## src/rtl/mux_owner_arbiter.sv

```systemverilog
// Two-requester round-robin arbiter driving the sel/enable pins of the shared 2:1 mux.
// Every ownership change passes through one disabled turnaround cycle, and an optional hold limit lets a waiting requester preempt the owner.
module mux_owner_arbiter #(
   parameter int CNT_W    = 5,
   parameter int MAX_HOLD = 16
) (
   input  logic clock,
   input  logic reset,
   input  logic req_0,
   input  logic req_1,
   input  logic release_0,
   input  logic release_1,
   output logic grant_0,
   output logic grant_1,
   output logic mux_sel,
   output logic mux_enable,
   output logic busy,
   output logic timeout
);

   typedef enum logic [1:0] {
      IDLE,
      TURN,
      OWN
   } state_t;

   // hold_cnt reads 0 in the first OWN cycle, so MAX_HOLD-1 marks the last allowed cycle
   localparam logic [CNT_W-1:0] HOLD_LIM = (MAX_HOLD == 0) ? '0 : CNT_W'(MAX_HOLD - 1);
   localparam logic [CNT_W-1:0] CNT_MAX  = '1;

   state_t           state, state_nx;
   logic             owner, owner_nx;
   logic             last, last_nx;
   logic [CNT_W-1:0] hold_cnt, hold_cnt_nx;
   logic             sel_nx;
   logic             timeout_nx;

   logic req_own, req_oth, rel_own;
   logic exit_norm, exit_pre;

   assign req_own   = owner ? req_1 : req_0;
   assign req_oth   = owner ? req_0 : req_1;
   assign rel_own   = owner ? release_1 : release_0;
   assign exit_norm = rel_own | ~req_own;
   assign exit_pre  = (MAX_HOLD != 0) && (hold_cnt >= HOLD_LIM) && req_oth;

   always_comb begin
      state_nx    = state;
      owner_nx    = owner;
      last_nx     = last;
      hold_cnt_nx = hold_cnt;
      sel_nx      = mux_sel;
      timeout_nx  = 1'b0;
      case (state)
         IDLE: begin
            if (req_0 | req_1) begin
               owner_nx = (req_0 & req_1) ? ~last : req_1;
               sel_nx   = owner_nx;
               state_nx = TURN;
            end
         end
         TURN: begin
            state_nx    = OWN;
            hold_cnt_nx = '0;
         end
         OWN: begin
            if (exit_norm | exit_pre) begin
               last_nx    = owner;
               timeout_nx = exit_pre & ~exit_norm;
               if (req_oth) begin
                  owner_nx = ~owner;
                  sel_nx   = ~owner;
                  state_nx = TURN;
               end else begin
                  state_nx = IDLE;
               end
            end else if (hold_cnt != CNT_MAX) begin
               hold_cnt_nx = hold_cnt + CNT_W'(1);
            end
         end
         default: state_nx = IDLE;
      endcase
   end

   // Outputs are registered from the next-state values so they line up with the state they describe
   always_ff @(posedge clock or posedge reset) begin
      if (reset) begin
         state      <= IDLE;
         owner      <= 1'b0;
         last       <= 1'b1;
         hold_cnt   <= '0;
         grant_0    <= 1'b0;
         grant_1    <= 1'b0;
         mux_sel    <= 1'b0;
         mux_enable <= 1'b0;
         busy       <= 1'b0;
         timeout    <= 1'b0;
      end else begin
         state      <= state_nx;
         owner      <= owner_nx;
         last       <= last_nx;
         hold_cnt   <= hold_cnt_nx;
         grant_0    <= (state_nx == OWN) && !owner_nx;
         grant_1    <= (state_nx == OWN) && owner_nx;
         mux_sel    <= sel_nx;
         mux_enable <= (state_nx == OWN);
         busy       <= (state_nx != IDLE);
         timeout    <= timeout_nx;
      end
   end

endmodule

```

## config.mk

```make
export PLATFORM = sky130hd
export DESIGN_NAME = mux_owner_arbiter
export DESIGN_NICKNAME = d
export VERILOG_FILES = /design/src/rtl/mux_owner_arbiter.sv
export SDC_FILE = /design/constraint.sdc
export NUM_CORES = 1
export LEC_CHECK = 0
export BUFFER_PORTS_ARGS = -buffer_cell sky130_fd_sc_hd__buf_2
export CAP_MARGIN = 20
export CORE_MARGIN = 4
export CORE_UTILIZATION = 55
export CTS_CLUSTER_DIAMETER = 80
export DETAILED_ROUTE_END_ITERATION = 8
export PLACE_DENSITY_LB_ADDON = 0.25
export SYNTH_ARGS = -nofsm -noshare
export SYNTH_HDL_FRONTEND = slang
export SYNTH_SLANG_ARGS = --single-unit
```

## constraint.sdc

```tcl
create_clock -name clock -period 2.4 [get_ports clock]
set_clock_uncertainty 0.2 [all_clocks]
set_input_delay 0 -clock clock [delete_from_list [all_inputs] [get_ports clock]]
set_output_delay 0 -clock clock [all_outputs]
set_load 0.005 [all_outputs]
```

==> results of run 1 <==
power by group:
part	switching (mW)	total [mW]	internal, mW	leakage [nW]
Clock	0.0847	0.147	0.0619	0.0177
Sequential	0.0823	0.423	0.340	0.193
Combinational	0.210	0.423	0.213	0.257
Total	0.377	0.992	0.615	0.468
metal layers:
layer,part of all wire,vias up,global-route usage
met5,0,-,0
met4,0.023,0,0.0762
met3,0.059,6,0.0398
met2,0.50,22,0.248
met1,0.42,315,0.171
li1,-,318,-
critical path: cells and delay by family (launching register included):
family,cells,cell delay (ns)
adder cells (fa/ha/maj),2,0.44
flip-flops,1,0.43
multiplexers,1,0.34
AO/OA/AOI/OAI,2,0.60
AND/OR/NAND/NOR,1,0.20
cells by family after synthesis:
| logic type | Yosys count | share of synthesized area |
|---|---|---|
| compound gates | 16 | 0.187 |
| fa+ha+maj | 3 | 0.0409 |
| buf+inv | 6 | 0.0300 |
| flops | 15 | 0.410 |
| mux | 9 | 0.106 |
| simple gates | 28 | 0.226 |
per-stage QoR:
step | hold slack (ns) | worst slack [ns] | utilization
after floorplan | -0.299 | 0.250 | -
after global placement | -0.139 | 0.187 | 0.641
after global routing | 0.132 | 0.0171 | 0.679
final | 0.0834 | 0.117 | 0.679
after detailed placement | -0.126 | 0.135 | 0.641
after CTS | 0.105 | 0.113 | 0.679
cell usage after synthesis, types with 2 or more instances:
| cell type | number |
|---|---|
| sky130_fd_sc_hd__a21o_1 | 2 |
| sky130_fd_sc_hd__and2_1 | 2 |
| sky130_fd_sc_hd__dfrtp_1 | 14 |
| sky130_fd_sc_hd__ha_1 | 3 |
| sky130_fd_sc_hd__inv_1 | 4 |
| sky130_fd_sc_hd__mux2_1 | 2 |
| sky130_fd_sc_hd__mux2i_1 | 6 |
| sky130_fd_sc_hd__nand2_1 | 7 |
| sky130_fd_sc_hd__nand2b_1 | 2 |
| sky130_fd_sc_hd__nand3_1 | 2 |
| sky130_fd_sc_hd__nor3_1 | 2 |
| sky130_fd_sc_hd__o21bai_1 | 2 |
cell type report:
type / count / area (µm²) / area share
repair buffers: 15 / 92.6 / 0.0885
well taps: 16 / 20.0 / 0.0191
flip-flops and latches: 15 / 377 / 0.360
multi-input cells: 56 / 514 / 0.492
clock buffers: 3 / 22.5 / 0.0215
clock inverters: 1 / 5.00 / 0.00478
inverters: 4 / 15.0 / 0.0144
what timing repair did:
action	CTS	global route
setup endpoints to repair	0	1
hold buffers	3	0
endpoints found under the hold margin	17	0
worst max-delay path by stage:
stage,from,end,cells after the start
floorplan,hold_cnt[0]$_DFFE_PP0P_,last$_DFFE_PP1P_,6
global placement,hold_cnt[0]$_DFFE_PP0P_,last$_DFFE_PP1P_,6
detailed placement,hold_cnt[0]$_DFFE_PP0P_,last$_DFFE_PP1P_,6
CTS,hold_cnt[0]$_DFFE_PP0P_,last$_DFFE_PP1P_,6
global route,hold_cnt[0]$_DFFE_PP0P_,hold_cnt[2]$_DFFE_PP0P_,6
finish,hold_cnt[0]$_DFFE_PP0P_,last$_DFFE_PP1P_,6
==> summary.md, run 1 <==
| Metric | Value |
|---|---|
| Outcome | `finished clean` |
| Global placer's final weighted congestion | `0.827` |
| Dominant cell type by area after synthesis | `sky130_fd_sc_hd__dfrtp_1` |
| Reg-to-reg slack, setup | `0.12 ns` |
| Most common cell on crit path | `sky130_fd_sc_hd__ha_1` |
| Source-to-sink clock delay at the later pin of the worst-skew pair | `0.29 ns` |
| Arrival time of the worst setup path | `2.30 ns` |
| Congestion Overflow GR | `0` |
| Largest register FFs | `5` |
| Total routing resource utilization after global routing | `0.148` |
| Initial standard-cell utilization of the core | `0.596` |
| Total placed instance area | `988 µm²` |
| Startpoint of the worst-slack reg-to-reg timing path | `hold_cnt[0]$_DFFE_PP0P_` |
| Slowest library cell on the worst path | `sky130_fd_sc_hd__dfrtp_1` |
| Iteration-0 DRC Markers | `8` |
| Class of the most critical hold timing path | `input pin to async pin` |
| Number of buffers inserted by port buffering | `11` |
| Pin count of the biggest net entering global routing | `16` |
| Area of the die | `2390 µm²` |
| Synth-to-Final Area Change | `13.9%` |
| Most common cell after layout, fill and taps aside | `sky130_fd_sc_hd__dfrtp_1` |
| Count of final max-slew check failures | `0` |
| Clock net sink count | `15` |
| Maximum resistive drop on vdd | `463 µV` |
| Vias in the first global route | `627` |
| Syn nets | `86` |
| Shortest clock period the worst path allows after layout | `2.28 ns` |
| Synthesized flop and latch total | `15` |
| Registers with the most flip-flops | `hold_cnt: 5 flops, state: 2 flops` |
| Number of antenna repair diodes | `0` |
| Period utilization | `0.951` |
| Buffer depth of the longest clock path | `2` |
| Highest cell delay on the worst timing path | `0.43 ns` |
| Slew headroom | `0.637` |
| CTS tree | `yes` |
| H-tree levels | `1` |
| Maximum clock frequency | `0.438 GHz` |
| Pwr per Cell Area | `948 nW/µm²` |
| Root buf cell | `sky130_fd_sc_hd__clkbuf_4` |
| Crit Reg-Reg Endpoint | `last$_DFFE_PP1P_` |
| Largest cells by area after synthesis | `sky130_fd_sc_hd__dfrtp_1, sky130_fd_sc_hd__mux2i_1, sky130_fd_sc_hd__ha_1` |
| Logic depth of the worst register-to-register path | `6` |
| Largest fanout on the critical path | `8` |
| DP Cell Count | `103` |
| Mapped Cells | `77` |
| I/O pin count | `12` |
| Leading cell types in the layout, fill and taps excluded | `sky130_fd_sc_hd__dfrtp_1, sky130_fd_sc_hd__buf_2, sky130_fd_sc_hd__nand2_1` |
| Chip Height | `48.9 µm` |
| Via-to-Cell Ratio | `6.01` |
| Least-Margin Pin Slew | `0.543 ns` |
| Nets | `104` |
| Core region area | `1540 µm²` |
| Critical path type | `flip-flop to flip-flop` |
| Initial antenna violation count | `0` |
| Total wire length | `1640 µm` |
| Count of warnings emitted by yosys | `0` |
| RSZ-0062 raised after global routing | `false` |
| Number of rows created at floorplan | `14` |
| Critical Path, Cell by Cell | `ha_1, and3_1, ha_1, o31a_4, o21bai_1, mux2_1` |
| Register with the most flip-flops | `hold_cnt` |
| Fraction of final layout cells with drive strength greater than 1 | `0.319` |
| Clock Pin Slew Worst Setup and Hold Paths | `0.10 ns` |
| Number of failing hold endpoints at the final stage | `0` |
| Chip width | `48.9 µm` |
| Type of element launching the critical path | `flip-flop` |
| Leakage | `0.468 nW` |
| Power after layout | `0.992 mW` |
| Max_cap viols | `0` |
| Post-synth ARST share | `1.00` |
| Endpoint class of the critical path | `flip-flop` |
| Mean area per synthesized cell | `11.9 µm²` |
| Number of setup violations in the final report | `0` |
| Synth top area share | `0.381` |
| Inserted Clock Buffers | `3` |
| Remaining routing DRC violations | `0` |
| Gates resized, CTS repair | `0` |
| Half-perimeter wire length after detailed placement | `1220 µm` |
| Count of placed standard cells in the final layout, fillers left out | `110` |
| Post-CTS setup buffer count | `0` |
| Final non-filler cell area | `1050 µm²` |
| Post-DR wirelength/cell | `14.9 µm` |
| Share of the yosys chip area belonging to registers | `0.410` |
| Total number of vias | `661` |
| First-pass GRT wire length | `2760 µm` |
| Fin Setup TNS | `0 ns` |
| Worst Path Required | `2.41 ns` |
| Number of flops mapped to enable cells by yosys | `0` |
| Leading register cell type out of synthesis | `sky130_fd_sc_hd__dfrtp_1` |
| Post-Synthesis Cell Area | `918 µm²` |
| Antenna Violating Nets Remaining | `0` |
| Filler Cell Count | `120` |
| DR pass1 iterations | `4` |
| Synth unique cells | `41` |
Note: power is estimated with default switching activity, not from simulation.
==> run 2, diff against run 1 <==
--- a/config.mk
+++ b/config.mk
@@ -7,6 +7,7 @@
 export LEC_CHECK = 0
 export BUFFER_PORTS_ARGS = -buffer_cell sky130_fd_sc_hd__buf_2
 export CAP_MARGIN = 20
+export CORE_ASPECT_RATIO = 0.9
 export CORE_MARGIN = 4
 export CORE_UTILIZATION = 55
 export CTS_CLUSTER_DIAMETER = 80
==> run 2 against run 1 <==
Against the previous run:
- final area shrank 0.12%
- global-route usage grew 0.74 points
- cell count increased by 4.5%
- power decreased by 2.1%
- sequential share of layout area barely moved
- highest routed layer is now met3
- critical endpoint unchanged
==> summary.md, run 2 (synthesis gave the netlist of run 1 again) <==
| Metric | Value |
|---|---|
| Pwr per Cell Area | `930 nW/µm² (was 948 nW/µm²)` |
| Finished Core Util | `0.691 (was 0.679)` |
| Number of setup violations in the final report | `0 (unchanged)` |
| DR pass1 iterations | `4 (unchanged)` |
| Chip Height | `46.8 µm (was 48.9 µm)` |
| Fin Setup TNS | `0 ns (unchanged)` |
| Max_cap viols | `0 (unchanged)` |
| Clk pwr share | `0.141 (was 0.148)` |
| Met3 layer usage reported by global route | `0.0667 (was 0.0398)` |
| Half-perimeter wire length after detailed placement | `1180 µm (was 1220 µm)` |
| Maximum resistive drop on vdd | `823 µV (was 463 µV)` |
| Register with the most flip-flops | `hold_cnt (unchanged)` |
| Shortest clock period the worst path allows after layout | `2.26 ns (was 2.28 ns)` |
| Congestion Overflow GR | `0 (unchanged)` |
| Least-Margin Pin Slew | `0.537 ns (was 0.543 ns)` |
| Switching share of power | `0.375 (was 0.380)` |
| Global placer's final weighted congestion | `0.745 (was 0.827)` |
| Worst Hold Margin | `0.0937 ns (was 0.0834 ns)` |
| Leakage | `0.460 nW (was 0.468 nW)` |
| Number of rows created at floorplan | `13 (was 14)` |
| Registers with the most flip-flops | `hold_cnt: 5 flops, state: 2 flops (unchanged)` |
| Arrival time of the worst setup path | `2.27 ns (was 2.30 ns)` |
| Gates resized, CTS repair | `0 (unchanged)` |
| Count of final max-slew check failures | `0 (unchanged)` |
| Most common cell after layout, fill and taps aside | `sky130_fd_sc_hd__dfrtp_1 (unchanged)` |
| Slew headroom | `0.642 (was 0.637)` |
| Area of the die | `2390 µm² (about the same)` |
| Fraction of final layout cells with drive strength greater than 1 | `0.301 (was 0.319)` |
| Remaining routing DRC violations | `0 (unchanged)` |
| Worst Path Required | `2.41 ns (about the same)` |
| I/O pin count | `12 (unchanged)` |
| H-tree levels | `1 (unchanged)` |
| Iteration-0 DRC Markers | `16 (was 8)` |
| Crit Reg-Reg Endpoint | `last$_DFFE_PP1P_ (unchanged)` |
| Buffer depth of the longest clock path | `2 (unchanged)` |
| Via-to-Cell Ratio | `5.19 (was 6.01)` |
| Clock Pin Slew Worst Setup and Hold Paths | `0.08 ns (was 0.10 ns)` |
| Maximum clock frequency | `0.443 GHz (was 0.438 GHz)` |
| Total wire length | `1570 µm (was 1640 µm)` |
| Inserted Clock Buffers | `3 (unchanged)` |
| Number of failing hold endpoints at the final stage | `0 (unchanged)` |
| Largest fanout on the critical path | `8 (unchanged)` |
| Initial standard-cell utilization of the core | `0.607 (was 0.596)` |
| Nets | `103 (was 104)` |
| Antenna Violating Nets Remaining | `0 (unchanged)` |
| RSZ-0062 raised after global routing | `false (unchanged)` |
| Clock net sink count | `15 (unchanged)` |
| Core region area | `1510 µm² (was 1540 µm²)` |
| Endpoint class of the critical path | `flip-flop (unchanged)` |
| Logic depth of the worst register-to-register path | `6 (unchanged)` |
| Proportion of power drawn by flip-flops and latches | `0.450 (was 0.426)` |
| Vias in the first global route | `560 (was 627)` |
| Type of element launching the critical path | `flip-flop (unchanged)` |
| Chip width | `51.1 µm (was 48.9 µm)` |
| Root buf cell | `sky130_fd_sc_hd__clkbuf_4 (unchanged)` |
| Leading cell types in the layout, fill and taps excluded | `sky130_fd_sc_hd__dfrtp_1, sky130_fd_sc_hd__buf_2, sky130_fd_sc_hd__nand2_1 (unchanged)` |
| Reg-to-reg slack, setup | `0.14 ns (was 0.12 ns)` |
| Pin count of the biggest net entering global routing | `16 (unchanged)` |
| Filler Cell Count | `124 (was 120)` |
| Synth-to-Final Area Change | `13.8% (was 13.9%)` |
| Post-DR wirelength/cell | `13.6 µm (was 14.9 µm)` |
| Global-route track usage on met1 | `0.206 (was 0.171)` |
| CTS tree | `yes (unchanged)` |
| Class of the most critical hold timing path | `input pin to async pin (unchanged)` |
| First-pass GRT wire length | `2640 µm (was 2760 µm)` |
| Most crowded layer after global routing | `met2 (unchanged)` |
| Total number of vias | `597 (was 661)` |
| Startpoint of the worst-slack reg-to-reg timing path | `hold_cnt[0]$_DFFE_PP0P_ (unchanged)` |
| Total routing resource utilization after global routing | `0.156 (was 0.148)` |
| Relative contribution of combinational cells to total power | `0.409 (was 0.426)` |
| Met2 Track Usage GR | `0.242 (was 0.248)` |
| Outcome | `finished clean (unchanged)` |
| Number of antenna repair diodes | `0 (unchanged)` |
| Source-to-sink clock delay at the later pin of the worst-skew pair | `0.28 ns (was 0.29 ns)` |
| Critical path type | `flip-flop to flip-flop (unchanged)` |
| Total net switching power | `0.364 mW (was 0.377 mW)` |
| Largest register FFs | `5 (unchanged)` |
| Initial antenna violation count | `0 (unchanged)` |
| Power Internal | `0.607 mW (was 0.615 mW)` |
| Period utilization | `0.941 (was 0.951)` |
| Number of buffers inserted by port buffering | `11 (unchanged)` |
-- run 2: changes by cell type in the layout (fill, tap and decap cells not counted) --
cell                       change
sky130_fd_sc_hd__buf_4         -1
sky130_fd_sc_hd__clkinv_2      -1
sky130_fd_sc_hd__clkbuf_1      +1
-- run 2: worst max-delay path, stage by stage (launching register included) --
cell and delay, ns:
sky130_fd_sc_hd__dfrtp_1 0.42, sky130_fd_sc_hd__ha_1 0.23, sky130_fd_sc_hd__and3_1 0.20, sky130_fd_sc_hd__ha_1 0.22, sky130_fd_sc_hd__o31a_4 0.41, sky130_fd_sc_hd__o21bai_1 0.18
sky130_fd_sc_hd__mux2_1 0.34
-- run 2: what timing repair did --
action | CTS | global route
buffers inserted | 0 | 0
hold endpoints to repair | 17 | 0
hold buffers | 3 | 0
setup endpoints to repair | 0 | 2
-- run 2: cell type report --
cell class / count / area [µm²] / area share
clock buffers: 4 / 26.3 / 0.0251
flip-flops and latches: 15 / 377 / 0.360
multi-input cells: 56 / 514 / 0.492
repair buffers: 14 / 85.1 / 0.0814
well taps: 22 / 27.5 / 0.0263
inverters: 4 / 15.0 / 0.0144
-- run 2: per-stage QoR --
step                worst slack (ns)  cells  instance area [µm²]  total power, mW
finish                         0.142    115                 1040            0.971
global route                  0.0314    115                 1040             1.04
CTS                            0.106    115                 1040            0.979
detailed placement             0.126    108                  988            0.837
global placement               0.182    108                  988            0.828
floorplan                      0.250     77                  918            0.742
-- run 2: worst max path at each step --
stage / start / endpoint / slack [ns]
after floorplan: hold_cnt[0]$_DFFE_PP0P_ / last$_DFFE_PP1P_ / 0.25
after global placement: hold_cnt[0]$_DFFE_PP0P_ / last$_DFFE_PP1P_ / 0.18
after detailed placement: hold_cnt[0]$_DFFE_PP0P_ / hold_cnt[0]$_DFFE_PP0P_ / 0.13
after CTS: hold_cnt[0]$_DFFE_PP0P_ / hold_cnt[0]$_DFFE_PP0P_ / 0.11
after global routing: hold_cnt[0]$_DFFE_PP0P_ / hold_cnt[2]$_DFFE_PP0P_ / 0.03
final: hold_cnt[0]$_DFFE_PP0P_ / last$_DFFE_PP1P_ / 0.14
-- run 2: power groups by stage --
stage	sequential [mW]	combinational (mW)	clock (mW)
after floorplan	0.394	0.349	0
after global placement	0.438	0.390	0
after detailed placement	0.441	0.396	0
after CTS	0.436	0.401	0.143
after global routing	0.449	0.437	0.155
final	0.437	0.397	0.137
-- run 2: per-layer routing --
layer	up-vias	part of all wire	wire, µm
li1	313	-	-
met1	269	0.48	744
met2	15	0.47	738
met3	0	0.053	83
met4	0	0	0
met5	-	0	0
==> run 3, diff against run 2 <==
--- a/config.mk
+++ b/config.mk
@@ -5,11 +5,12 @@
 export SDC_FILE = /design/constraint.sdc
 export NUM_CORES = 1
 export LEC_CHECK = 0
+export ABC_AREA = 1
 export BUFFER_PORTS_ARGS = -buffer_cell sky130_fd_sc_hd__buf_2
 export CAP_MARGIN = 20
 export CORE_ASPECT_RATIO = 0.9
 export CORE_MARGIN = 4
-export CORE_UTILIZATION = 55
+export CORE_UTILIZATION = 53
 export CTS_CLUSTER_DIAMETER = 80
 export DETAILED_ROUTE_END_ITERATION = 8
 export PLACE_DENSITY_LB_ADDON = 0.25
==> run 3 against run 2 <==
Against the previous run:
- sequential power fell by 8.5%
- fmax fell by 0.56%
- routed wire length rose by 4.2%
- final area fell by 6.1%
- power fell by 1.7%
- first-iteration DRC count rose by 56%
- clock-buffer cell count did not move
- synthesized cell count rose by 19%
- cell count rose by 13%
- largest cell class is now sequential cells
==> summary.md, run 3 <==
| Metric | Value |
|---|---|
| Maximum resistive drop on vdd | `704 µV (was 823 µV)` |
| Top cells by instance count after synthesis | `sky130_fd_sc_hd__nand2_1, sky130_fd_sc_hd__dfrtp_1, sky130_fd_sc_hd__inv_1 (was sky130_fd_sc_hd__dfrtp_1, sky130_fd_sc_hd__nand2_1, sky130_fd_sc_hd__mux2i_1)` |
| Slowest library cell on the worst path | `sky130_fd_sc_hd__dlygate4sd3_1 (was sky130_fd_sc_hd__dfrtp_1)` |
| Post-Synthesis Cell Area | `791 µm² (was 918 µm²)` |
| DP Cell Count | `117 (was 108)` |
| Reg-to-reg slack, setup | `0.13 ns (was 0.14 ns)` |
| Post-synth ARST share | `1.00 (unchanged)` |
| Inserted Clock Buffers | `3 (unchanged)` |
| End of the critical path | `last$_DFFE_PP1P_ (unchanged)` |
| CTS tree | `yes (unchanged)` |
| Synth unique cells | `24 (was 41)` |
| Critical Path, Cell by Cell | `nand3b_1, dlygate4sd3_1, nand2_1, nand2_1, dlygate4sd3_1, a31oi_1 (was ha_1, and3_1, ha_1, o31a_4, o21bai_1, mux2_1)` |
| Largest register FFs | `5 (unchanged)` |
| Worst setup startpoint | `owner$_DFF_PP0_ (was hold_cnt[0]$_DFFE_PP0P_)` |
| Number of buffers inserted by port buffering | `11 (unchanged)` |
| Root buf cell | `sky130_fd_sc_hd__clkbuf_4 (unchanged)` |
| Total placed instance area | `863 µm² (was 988 µm²)` |
| Logic depth of the worst register-to-register path | `6 (unchanged)` |
| Vias in the first global route | `664 (was 560)` |
| Count of placed standard cells in the final layout, fillers left out | `130 (was 115)` |
| H-tree levels | `1 (unchanged)` |
| Largest cells by area after synthesis | `sky130_fd_sc_hd__dfrtp_1, sky130_fd_sc_hd__nand2_1, sky130_fd_sc_hd__inv_1 (was sky130_fd_sc_hd__dfrtp_1, sky130_fd_sc_hd__mux2i_1, sky130_fd_sc_hd__ha_1)` |
| Worst Path Required | `2.41 ns (about the same)` |
| Relative contribution of combinational cells to total power | `0.441 (was 0.409)` |
| Finished Core Util | `0.742 (was 0.691)` |
| Final non-filler cell area | `981 µm² (was 1040 µm²)` |
| Number of setup violations in the final report | `0 (unchanged)` |
| Proportion of power drawn by flip-flops and latches | `0.419 (was 0.450)` |
| Total routing resource utilization after global routing | `0.171 (was 0.156)` |
| Mean area per synthesized cell | `8.60 µm² (was 11.9 µm²)` |
| Pin count of the biggest net entering global routing | `16 (unchanged)` |
| Max_cap viols | `0 (unchanged)` |
| Dominant cell type by area after synthesis | `sky130_fd_sc_hd__dfrtp_1 (unchanged)` |
| Congestion Overflow GR | `0 (unchanged)` |
| Area of the die | `2170 µm² (was 2390 µm²)` |
| Minimum setup slack in the final design | `0.130 ns (was 0.142 ns)` |
| Switching share of power | `0.397 (was 0.375)` |
| Outcome | `finished clean (unchanged)` |
| Endpoint class of the critical path | `flip-flop (unchanged)` |
| Fin Setup TNS | `0 ns (unchanged)` |
| I/O pin count | `12 (unchanged)` |
| Half-perimeter wire length after detailed placement | `1130 µm (was 1180 µm)` |
| Leakage | `0.494 nW (was 0.460 nW)` |
| Number of gates on the worst path with buffers counted | `6 (unchanged)` |
| Initial antenna violation count | `0 (unchanged)` |
| Synth-to-Final Area Change | `24.1% (was 13.8%)` |
| Clock Pin Slew Worst Setup and Hold Paths | `0.07 ns (was 0.08 ns)` |
| Slew headroom | `0.646 (was 0.642)` |
| Number of flops mapped to enable cells by yosys | `0 (unchanged)` |
| Total wire length | `1630 µm (was 1570 µm)` |
| Pwr per Cell Area | `973 nW/µm² (was 930 nW/µm²)` |
| Nets | `126 (was 103)` |
| Largest fanout on the critical path | `6 (was 8)` |
| Count of warnings emitted by yosys | `0 (unchanged)` |
| Register with the most flip-flops | `hold_cnt (unchanged)` |
| Syn nets | `101 (was 86)` |
| Total number of vias | `689 (was 597)` |
| Buffer depth of the longest clock path | `2 (unchanged)` |
| Number of rows created at floorplan | `12 (was 13)` |
| Synthesized flop and latch total | `15 (unchanged)` |
| First-pass GRT wire length | `2760 µm (was 2640 µm)` |
| Iteration-0 DRC Markers | `25 (was 16)` |
| Initial standard-cell utilization of the core | `0.598 (was 0.607)` |
| Period utilization | `0.946 (was 0.941)` |
| Critical path's top delay family | `buffers and inverters (was compound AO/OA/AOI/OAI gates)` |
| Type of element launching the critical path | `flip-flop (unchanged)` |
| Chip Height | `44.6 µm (was 46.8 µm)` |
| Antenna Violating Nets Remaining | `0 (unchanged)` |
| Maximum clock frequency | `0.440 GHz (was 0.443 GHz)` |
| RSZ-0062 raised after global routing | `false (unchanged)` |
| Remaining routing DRC violations | `0 (unchanged)` |
| Clock net sink count | `15 (unchanged)` |
| Crit Reg-Reg Endpoint | `last$_DFFE_PP1P_ (unchanged)` |
| Share of the yosys chip area belonging to registers | `0.476 (was 0.410)` |
| Leading register cell type out of synthesis | `sky130_fd_sc_hd__dfrtp_1 (unchanged)` |
| Mapped Cells | `92 (was 77)` |
| Number of antenna repair diodes | `0 (unchanged)` |
| Shortest clock period the worst path allows after layout | `2.27 ns (was 2.26 ns)` |
| DR pass1 iterations | `4 (unchanged)` |
| Leading cell types in the layout, fill and taps excluded | `sky130_fd_sc_hd__nand2_1, sky130_fd_sc_hd__dfrtp_1, sky130_fd_sc_hd__inv_1 (was sky130_fd_sc_hd__dfrtp_1, sky130_fd_sc_hd__buf_2, sky130_fd_sc_hd__nand2_1)` |
| Via-to-Cell Ratio | `5.30 (was 5.19)` |
| Chip width | `48.7 µm (was 51.1 µm)` |
| Number of buffer and inverter stages on the critical path | `2 (was 0)` |
| Highest cell delay on the worst timing path | `0.62 ns (was 0.42 ns)` |
| Global placer's final weighted congestion | `0.882 (was 0.745)` |
| Source-to-sink clock delay at the later pin of the worst-skew pair | `0.28 ns (about the same)` |
| Post-DR wirelength/cell | `12.5 µm (was 13.6 µm)` |
| Registers with the most flip-flops | `hold_cnt: 5 flops, state: 2 flops (unchanged)` |
| Least-Margin Pin Slew | `0.530 ns (was 0.537 ns)` |
| Critical path type | `flip-flop to flip-flop (unchanged)` |
| Startpoint of the worst-slack reg-to-reg timing path | `owner$_DFF_PP0_ (was hold_cnt[0]$_DFFE_PP0P_)` |
| Count of final max-slew check failures | `0 (unchanged)` |
| Dominant cell by count in the synthesized netlist | `sky130_fd_sc_hd__nand2_1 (was sky130_fd_sc_hd__dfrtp_1)` |
| Most common cell after layout, fill and taps aside | `sky130_fd_sc_hd__nand2_1 (was sky130_fd_sc_hd__dfrtp_1)` |
| Clk pwr share | `0.141 (about the same)` |
| Fraction of final layout cells with drive strength greater than 1 | `0.276 (was 0.301)` |
| Power Internal | `0.576 mW (was 0.607 mW)` |
| Class of the most critical hold timing path | `input pin to flip-flop (was input pin to async pin)` |
| Synth top area share | `0.443 (was 0.381)` |
| Total net switching power | `0.379 mW (was 0.364 mW)` |
| Core region area | `1320 µm² (was 1510 µm²)` |
| Number of failing hold endpoints at the final stage | `0 (unchanged)` |
| Arrival time of the worst setup path | `2.28 ns (was 2.27 ns)` |
| Pre-CTS setup slack | `0.454 ns (was 0.126 ns)` |
==> run 3: power groups by stage <==
stage / Clock (mW) / Combinational, mW / Sequential (mW)
2_1_floorplan: 0 / 0.271 / 0.396
3_5_place_dp: 0 / 0.366 / 0.404
5_1_grt: 0.155 / 0.475 / 0.411
4_1_cts: 0.139 / 0.386 / 0.400
6_report: 0.134 / 0.421 / 0.400
3_3_place_gp: 0 / 0.361 / 0.403
==> run 3: logic make-up after synthesis <==
| kind of cell | synth area share |
|---|---|
| and+or+nand+nor | 0.282 |
| buffers and inverters | 0.0665 |
| AOI/OAI and AO/OA | 0.128 |
| adders and majority gates | 0.0475 |
| DFF | 0.476 |
==> run 3: worst reg2reg max path, stage by stage, from the launching register on <==
cell and delay (ns):
sky130_fd_sc_hd__dfrtp_2 0.44, sky130_fd_sc_hd__nand3b_1 0.09, sky130_fd_sc_hd__dlygate4sd3_1 0.62, sky130_fd_sc_hd__nand2_1 0.08, sky130_fd_sc_hd__nand2_1 0.08, sky130_fd_sc_hd__dlygate4sd3_1 0.56
sky130_fd_sc_hd__a31oi_1 0.13
==> run 3: how the worst min path moves through the flow <==
stage	from	end	slack, ns	cells after the start
global placement	reset	hold_cnt[3]$_DFFE_PP0P_	-0.13	2
CTS	req_0	mux_sel$_DFFE_PP0P_	0.003	5
finish	req_1	timeout$_DFF_PP0_	0.02	5
detailed placement	reset	hold_cnt[2]$_DFFE_PP0P_	-0.14	2
floorplan	reset	busy$_DFF_PP0_	-0.30	1
global route	req_1	timeout$_DFF_PP0_	0.04	5
==> run 3: through the flow <==
stage | total power [mW] | hold slack [ns]
after global placement | 0.764 | -0.131
after global routing | 1.04 | 0.0392
after floorplan | 0.668 | -0.299
after detailed placement | 0.770 | -0.135
final | 0.955 | 0.0208
after CTS | 0.925 | 0.00296
==> run 3: cell type report <==
cell class	instances	area, µm²
Clock buffer	4	26.3
Fill cell	88	340
Multi-Input combinational cell	63	369
Tap cell	14	17.5
Timing Repair Buffer	20	138
Sequential cell	15	378
Inverter	14	52.6
==> run 3: repair_timing <==
| action | 4_1_cts | 5_1_grt |
|---|---|---|
| endpoints found under the setup margin | 0 | 6 |
| setup buffers | 0 | 3 |
| hold endpoints to repair | 17 | 0 |
| gates resized for setup | 0 | 2 |
| hold buffers | 6 | 0 |
==> run 3: metal layers <==
metal,global-route usage,part of all wire
met5,0,0
met2,0.255,0.46
met1,0.197,0.41
met4,0.134,0.027
met3,0.0673,0.095
